[config.mk]
export PLATFORM = sky130hd
export DESIGN_NAME = ifft16_synth
export DESIGN_NICKNAME = d
export VERILOG_FILES = /design/src/rtl/ifft16_synth.sv
export SDC_FILE = /design/constraint.sdc
export NUM_CORES = 2
export LEC_CHECK = 0
export BUFFER_PORTS_ARGS = -buffer_cell sky130_fd_sc_hd__buf_2
export CORE_UTILIZATION = 44
export DETAILED_ROUTE_END_ITERATION = 8
export GPL_ROUTABILITY_DRIVEN = 0
export PLACE_DENSITY_LB_ADDON = 0.08
export SLEW_MARGIN = 20
export SYNTH_ARGS = -nofsm -noshare
export SYNTH_HDL_FRONTEND = slang
export SYNTH_SLANG_ARGS = --single-unit
[constraint.sdc]
create_clock -name clk -period 7.1 [get_ports clk]
set_input_delay 0.71 -clock clk [delete_from_list [all_inputs] [get_ports clk]]
set_output_delay 0.71 -clock clk [all_outputs]
set_load 0.01 [all_outputs]
[src/rtl/ifft16_synth.sv]
// 16-point inverse FFT: bins land in a two-bank ping-pong store and are synthesised
// into 16 natural-order real samples by a single multiply-accumulate datapath.
module ifft16_synth (
    input  logic        clk,
    input  logic        rst,
    input  logic [31:0] fft_data,
    input  logic        fft_valid,
    input  logic [3:0]  freq,
    input  logic        fft_fin,
    output logic [15:0] ifft_data,
    output logic        ifft_valid,
    output logic        ifft_fin,
    output logic        overrun,
    output logic        busy
);

    typedef enum logic [1:0] {IDLE, MAC, DRAIN, OUT} state_t;

    // cos(2*pi*m/16) in Q16; sin(m) is read as cos(m-4)
    localparam logic signed [19:0] TWIDDLE [16] = '{
        20'sh10000,  20'sh0EC83,  20'sh0B504,  20'sh061F7,
        20'sh00000, -20'sh061F7, -20'sh0B504, -20'sh0EC83,
        -20'sh10000, -20'sh0EC83, -20'sh0B504, -20'sh061F7,
        20'sh00000,  20'sh061F7,  20'sh0B504,  20'sh0EC83
    };

    state_t      state_reg, state_next;
    logic [3:0]  n_reg, n_next;
    logic [3:0]  k_reg, k_next;
    logic        rd_bank_reg, rd_bank_next;
    logic        wr_bank_reg;
    logic [1:0]  full_reg, full_soon, full_next;
    logic        release_bank;

    logic        wr_en, set_full, drop;
    logic [31:0] bank_mem [0:31];

    logic [4:0]  rd_addr;
    logic [3:0]  m_cos, m_sin;
    logic [31:0] x_reg;
    logic signed [19:0] cos_reg, sin_reg;
    logic signed [15:0] xr, xi;
    logic signed [35:0] pr_reg, pi_reg;
    logic        v1_reg, v2_reg;
    logic signed [39:0] acc_reg, acc_sum, rnd, shifted;
    logic [15:0] sat_val;
    logic        last_drain;

    // ---------------- write side ----------------
    assign wr_en    = fft_valid && !full_reg[wr_bank_reg];
    assign set_full = wr_en && fft_fin;
    assign drop     = fft_valid && full_reg[wr_bank_reg];

    always_ff @(posedge clk) begin
        if (wr_en)
            bank_mem[{wr_bank_reg, freq}] <= fft_data;
    end

    // full_soon includes a tag being set this cycle so the FSM can start without a bubble
    for (genvar gi = 0; gi < 2; gi++) begin : g_bank_tag
        assign full_soon[gi] = full_reg[gi] | (set_full && (wr_bank_reg == 1'(gi)));
        assign full_next[gi] = (release_bank && (rd_bank_reg == 1'(gi))) ? 1'b0 : full_soon[gi];
    end

    always_ff @(posedge clk) begin
        if (rst) begin
            full_reg    <= '0;
            wr_bank_reg <= 1'b0;
            overrun     <= 1'b0;
        end else begin
            full_reg <= full_next;
            if (set_full)
                wr_bank_reg <= ~wr_bank_reg;
            if (drop)
                overrun <= 1'b1;
        end
    end

    // ---------------- compute FSM ----------------
    always_ff @(posedge clk) begin
        if (rst) begin
            state_reg   <= IDLE;
            n_reg       <= '0;
            k_reg       <= '0;
            rd_bank_reg <= 1'b0;
        end else begin
            state_reg   <= state_next;
            n_reg       <= n_next;
            k_reg       <= k_next;
            rd_bank_reg <= rd_bank_next;
        end
    end

    always_comb begin
        state_next   = state_reg;
        n_next       = n_reg;
        k_next       = k_reg;
        rd_bank_next = rd_bank_reg;
        release_bank = 1'b0;
        case (state_reg)
            IDLE: begin
                if (full_soon[rd_bank_reg]) begin
                    state_next = MAC;
                    n_next     = '0;
                    k_next     = '0;
                end
            end
            MAC: begin
                k_next = k_reg + 4'd1;
                if (k_reg == 4'd15) begin
                    state_next = DRAIN;
                    k_next     = '0;
                end
            end
            DRAIN: begin
                k_next = k_reg + 4'd1;
                if (k_reg == 4'd1) begin
                    state_next = OUT;
                    k_next     = '0;
                end
            end
            OUT: begin
                k_next = '0;
                if (n_reg != 4'd15) begin
                    state_next = MAC;
                    n_next     = n_reg + 4'd1;
                end else begin
                    release_bank = 1'b1;
                    rd_bank_next = ~rd_bank_reg;
                    n_next       = '0;
                    state_next   = full_soon[~rd_bank_reg] ? MAC : IDLE;
                end
            end
            default: state_next = IDLE;
        endcase
    end

    assign busy = (state_reg != IDLE);

    // ---------------- datapath ----------------
    assign rd_addr = {rd_bank_reg, k_reg};
    assign m_cos   = k_reg * n_reg;
    assign m_sin   = m_cos - 4'd4;

    always_ff @(posedge clk) begin
        x_reg   <= bank_mem[rd_addr];
        cos_reg <= TWIDDLE[m_cos];
        sin_reg <= TWIDDLE[m_sin];
        pr_reg  <= xr * cos_reg;
        pi_reg  <= xi * sin_reg;
    end

    assign xr = x_reg[31:16];
    assign xi = x_reg[15:0];

    assign acc_sum = acc_reg + {{4{pr_reg[35]}}, pr_reg} - {{4{pi_reg[35]}}, pi_reg};
    assign rnd     = acc_sum + 40'sd524288;
    assign shifted = rnd >>> 20;

    always_comb begin
        sat_val = shifted[15:0];
        if (shifted > 40'sd32767)
            sat_val = 16'h7FFF;
        else if (shifted < -40'sd32768)
            sat_val = 16'h8000;
    end

    // final product of a sample arrives in the second DRAIN cycle; it is folded straight into the output
    assign last_drain = (state_reg == DRAIN) && (k_reg == 4'd1);

    always_ff @(posedge clk) begin
        if (rst) begin
            v1_reg     <= 1'b0;
            v2_reg     <= 1'b0;
            acc_reg    <= '0;
            ifft_data  <= '0;
            ifft_valid <= 1'b0;
            ifft_fin   <= 1'b0;
        end else begin
            v1_reg <= (state_reg == MAC);
            v2_reg <= v1_reg;
            if (state_reg == MAC && k_reg == 4'd0)
                acc_reg <= '0;
            else if (v2_reg)
                acc_reg <= acc_sum;
            ifft_valid <= last_drain;
            ifft_fin   <= last_drain && (n_reg == 4'd15);
            if (last_drain)
                ifft_data <= sat_val;
        end
    end

endmodule

## Word-level counts from Yosys, hierarchy flattened

Memory sizes are Yosys's and may differ from the RTL's. A register that Yosys moved wholly into a read port is not among the register bits.
Index checks and enable logic that the tools add are counted.

- Bits in registers: 147
- Memory bits (writable): 1024
- Bits in read-only memories: 640
- Bits of input ports: 40
- Output and inout port bits: 20
- Logic and storage cells: 95
- Memories: 3

Memory list:

| name | words | width | rd ports | clocked after Yosys merged registers in | write ports | RTL line | text |
|---|---|---|---|---|---|---|---|
| bank_mem | 32 | 32 | 1 | 1 | 1 | 36 | `logic [31:0] bank_mem [0:31];` |
| (name not given) | 16 | 20 | 1 | 1 | 0 | 148 | `sin_reg <= TWIDDLE[m_sin];` |
| (name not given) | 16 | 20 | 1 | 1 | 0 | 147 | `cos_reg <= TWIDDLE[m_cos];` |

- Add/subtract/negate cells: 6
- $mul: 3
- Magnitude comparators: 5
- Equal/unequal tests: 10
- Mux-type cells: 24
- Bitwise gates (word level): 7
- Reductions and logical operators: 21

Operators with widths:

| cell | number |
|---|---|
| multiplier 16 x 20 -> 36 bit | 2 |
| adder 40 x 21 -> 40 bit, second input constant | 1 |
| adder 40 bit | 1 |
| subtractor 40 bit | 1 |
| 2-to-1 mux 16 bit | 2 |
| > comparator 20 x 16 -> 1 bit, second input constant | 1 |
| less-than comparator 20 x 16 -> 1 bit, second input constant | 1 |
| 2-to-1 mux 4 bit | 4 |
| case mux 4 bit (4 select lines) | 1 |
| 2-to-1 mux 1 bit | 12 |
| logical AND 1 bit | 10 |
| NOT 4 -> 5 bit | 2 |
| adder 4 x 1 -> 4 bit, second input constant | 2 |
| equality test 4 bit, second input constant | 2 |
| case mux 2 bit (4 select lines) | 1 |
| case mux 4 bit (2 select lines) | 1 |
| less-than comparator 1 x 2 -> 1 bit, second input constant | 3 |
| 2-to-1 mux 2 bit | 3 |
| != test 2 bit, second input constant | 3 |
| OR reduction 2 bit | 3 |
| equality test 2 bit, second input constant | 2 |
| equality test 4 x 1 -> 1 bit, second input constant | 1 |
| zero test 4 bit | 1 |
| multiplier 4 x 4 -> 4 bit | 1 |
| other kinds (10) | 15 |

## Longest topological paths before layout

- Depth in word-level cells: 12
- Gate-level depth with buffers: 29

## Worst setup path after synthesis

No wires, ideal clock.

- Path type: register to register
- Start: register sin_reg[15]
- End: register pi_reg[32]
- Library setup time: 0.072 ns
- Arrival: 6.338 ns
- Setup slack: 0.690 ns
- Cell stages (with the launch flop): 24
- Path through: dfxtp_1 clkbuf_1 nand2_1 fa_1 inv_1 fa_1 fa_1 inv_1 fa_1 inv_1 fa_1 fa_1 ha_1 a21o_1 a21o_1 a21o_1 and2_1 a2111oi_0 nor2_1 a221oi_1 nand2_1 a31o_2 a21oi_1 xnor2_1

- Cells in the longest elaborated chain, start to end: 1

RTL lines:

| element | RTL line | text |
|---|---|---|
| from (decl) | 41 | `logic signed [19:0] cos_reg, sin_reg;` |
| multiplier 16 x 20 -> 36 bit | 150 | `pi_reg <= xi * sin_reg;` |
| to (signal assigned) | 150 |  |
| to (decl) | 43 | `logic signed [35:0] pr_reg, pi_reg;` |

No other way between the ends.
A chain may end at the register's enable or synchronous reset.

## Final worst setup path

- Start: register x_reg[6] (read register of bank_mem)
- End: register pi_reg[35]

- Cells in the longest elaborated chain, start to end: 1

RTL lines:

| element | RTL line | text |
|---|---|---|
| from (decl) | 40 | `logic [31:0] x_reg;` |
| multiplier 16 x 20 -> 36 bit | 150 |  |

No other way between the ends.

==> summary.md <==
| Metric | Value |
|---|---|
| Outcome | complete, but fails checks |
| Failing checks | design-rule violations |
| Pleak | about 30 nW |
| Pwr/cell area | between 200 and 250 nW/µm² |
| CP Max Fanout | 12 |
| Cell variety after synth | 85 |
| Worst-Margin Slew | 1.05 ns |
| Reg-to-Reg End | pi_reg[35]$_DFF_P_ |
| Hpwl dp | around 120 mm |
| Min Tclk post-route | 6.78 ns |
| Worst stage delay on the critical path | roughly 0.57 ns |
| Setup_tns | 0 ns |
| Rows | between 100 and 150 |
| Die Ht | between 400 and 500 µm |
| 1st-pass router iterations | 7 |
| Arrival @ worst endpoint | roughly 7.4 ns |
| Layout Skew | 0.0739 ns |
| Top post-synthesis cells by count | edfxtp_1, inv_1, fa_1 |
| Ranking of synthesized cells by area | edfxtp_1, fa_1, mux4_2 |
| Final setup fails | 0 |
| Critical path required time | around 7.8 ns |
| Root Buffer | clkbuf_16 |
| Core ar. | roughly 160000 µm² |
| Maximum VDD drop | around 0.32 mV |
| Layout Nets | approximately 6000 |
| Post-synth EDFFs | a little over 1000 |
| WL per Instance | 24.4 µm |
| Worst hold start | fft_valid |
| Chip width | about 400 µm |
| Synth-to-Final Area Change | 11.5% |
| Max-slew headroom | 30.0% |
| CTS buffer count | ~140 |
| Total power | slightly below 0.02 W |
| CTS tree | yes |
| Worst min path class | input pin to flip-flop |
| Max-slew violations | 0 |
| Num Clock Sinks | 1228 |
| WHS Path Cells | 3 |
| Largest area contributor in the netlist | edfxtp_1 |
| Clock Latency Late Sink | approximately 0.8 ns |
| Post-Syn Nets | around 5900 |
| Endpoint of the worst hold path | overrun$_SDFFE_PP0P_ |
| Cells along the critical path | buf_4 > nand2_1 > fa_1 > inv_1 > fa_1 > fa_1 > inv_1 > fa_1 > inv_1 > fa_1 > fa_1 > ha_1 > a21o_1 > a21o_1 > a21o_1 > a21oi_1 > nor2b_1 > a2111oi_1 > nor2_1 > a31oi_1 > o21ai_0 > a211oi_1 > a21oi_1 > xnor2_1 |
| Final wirelength | roughly 180 mm |
| PortBufs | 59 |
| Dpl ws | around 0.1 ns |
| Main synth FF type | edfxtp_1 |
| Die Area | 161000 µm² |
| Unrepaired setup endpoints after global routing | false |
| Slowest CP cell | fa_1 |
| Starting Density | between 40 and 50% |
| Cell count after synthesis | 4981 |
| GRT Residual Overflow | 0 |
| Most frequent cell after synthesis | edfxtp_1 |
| Routed vias | between 30000 and 40000 |
| Syn_area_per_cell | around 14 µm² |
| Gr usage total | 22.8% |
| Critical path class | flip-flop to flip-flop |
| Pin count of the biggest net entering global routing | ~110 |
| Final ANT Viol Nets | 0 |
| Final Hold Fails | 0 |
| Period utilization | ~95% |
| Fill cell count | between 10000 and 15000 |
| Crit path capture type | flip-flop |
| Hold Buf Count CTS | 0 |
| Cell Area, Synth | about 70000 µm² |
| Final worst slack | 0.320 ns |
| Critical R2R Launch | x_reg[6]$_DFF_P_ |
| Max Buffers Root-to-Sink | 3 |
| Placed cell count | around 7100 |
| FMAX | ~150 MHz |
| Cell mode on critical path | fa_1 |
| Maxcap violations | 0 |
| Largest register FFs | slightly above 1000 |
| Fin cells | between 7000 and 8000 |
| Sequential cell area fraction in the yosys report | between 40% and 50% |
| Initial antenna violation count | 10 |
| DRT iter0 DRCs | about 3000 |
| H-tree depth | 4 |
| Via count of the first global-routing pass | 41493 |
| Num ports | 60 |
| Yosys reg bits | ~1200 |
| Global-route wire length before repair | 269 mm |
| R2R depth | 24 |
| Clock slew at reported path FFs | about 0.060 ns |
| Number of remaining DRC errors | 2 |
| Worst setup SP type | flip-flop |
| R2R Setup Slk | approximately 0.32 ns |
| Via density per instance | around 5.3 |
| Area share of the largest cell type after synthesis | 43.8% |
| Syn. warnings | 0 |
| Synth async-reset ratio | 0% |
| Layout cell share with drive strength beyond 1 | approximately 15% |
| Setup Fix Bufs, Post-CTS | 0 |
## cell usage in the layout, fill, tap and decap left out, types with 11 or more instances in the layout
| cell | instances |
|---|---|
| nor2_1 | 168 |
| clkinv_1 | 31 |
| mux2i_1 | 34 |
| o21bai_1 | 19 |
| buf_4 | 126 |
| xnor2_1 | 89 |
| o21a_1 | 11 |
| a21oi_1 | 99 |
| mux4_2 | 320 |
| clkinv_16 | 12 |
| nand4_1 | 15 |
| clkbuf_1 | 32 |
| xor2_1 | 38 |
| nand2_1 | 415 |
| clkbuf_16 | 141 |
| nand2b_1 | 16 |
| edfxtp_1 | 1024 |
| and3_1 | 14 |
| clkinv_2 | 15 |
| a211oi_1 | 32 |
| inv_1 | 911 |
| ha_1 | 240 |
| dfxtp_1 | 191 |
| nor3_1 | 28 |
| and2_1 | 180 |
| buf_2 | 59 |
| nor2b_1 | 17 |
| o21ai_0 | 52 |
| nor2_4 | 32 |
| fa_1 | 633 |
| a21o_1 | 46 |
| nand3_1 | 30 |
## cells by family (layout without fill, tap and decap cells)
group | count (synthesis) | in the layout | share of synthesized area [%]
muxes | 358 | 358 | 10.8
adders and majority gates | 873 | 873 | 22.3
DFF | 1228 | 1228 | 49.7
AOI/OAI and AO/OA | 331 | 331 | 3.15
and+or+nand+nor | 963 | 963 | 6.46
buffers and inverters | 1099 | 1359 | 5.93
other | 0 | 3 | 0
xor gates and xnor gates | 129 | 129 | 1.63
## stage by stage
| step | hold slack [ns] | area [µm²] | utilization [%] |
|---|---|---|---|
| after global routing | 0.273 | 78200 | 49.4 |
| final | 0.262 | 78200 | 49.4 |
| after floorplan | 0.414 | 70100 | - |
| after global placement | 0.459 | 73600 | 46.5 |
| after detailed placement | 0.468 | 73600 | 46.5 |
| after CTS | 0.210 | 78200 | 49.4 |
## critical path, delay by kind of cell, from the launching register on
family          cells  cell delay, ns
fa+ha+maj           7            3.23
compound gates      9            2.09
flops               1            0.42
buf+inv             4            0.42
simple gates        3            0.34
xor+xnor            1            0.15
## how the worst max path moves through the flow
stage	from	endpoint	slack (ns)	cells past startpoint
after detailed placement	x_reg[23]$_DFF_P_	pr_reg[34]$_DFF_P_	0.10	21
after floorplan	sin_reg[15]$_DFF_P_	pi_reg[32]$_DFF_P_	0.69	23
after CTS	x_reg[23]$_DFF_P_	pr_reg[34]$_DFF_P_	0.06	21
after global placement	x_reg[23]$_DFF_P_	pr_reg[32]$_DFF_P_	0.24	22
final	x_reg[6]$_DFF_P_	pi_reg[35]$_DFF_P_	0.32	24
after global routing	sin_reg[12]$_DFF_P_	pi_reg[34]$_DFF_P_	0.003	27
## metal layers
layer	global-route usage [%]	share of wire, %	up-vias
met5	0	0.026	-
met4	5.14	1.9	8
met3	2.83	4.3	223
met2	38.1	49	842
met1	31.8	44	20317
li1	-	-	17257
## report_power, final
| part | internal (W) | switching, W | leakage (nW) |
|---|---|---|---|
| registers | 0.00797 | 0.000160 | 10.9 |
| logic | 0.00171 | 0.00255 | 17.8 |
| clock network | 0.00401 | 0.00310 | 2.19 |
## area by class of cell
class	count	area, µm²	share of cell area [%]
inverters	914	3430	4.39
multi-input cells	2654	31400	40.1
diodes	3	7.51	0.00960
well taps	2072	2590	3.31
flip-flops and latches	1228	34900	44.6
clock buffers	179	3730	4.77
repair buffers	191	1360	1.74
clock inverters	75	853	1.09
## what timing repair did
item                       in CTS  in global routing
resized for setup               0                  9
hold endpoints to repair        0                  0
setup endpoints to repair       0                  8
Note: power is estimated with default switching activity, not from simulation.
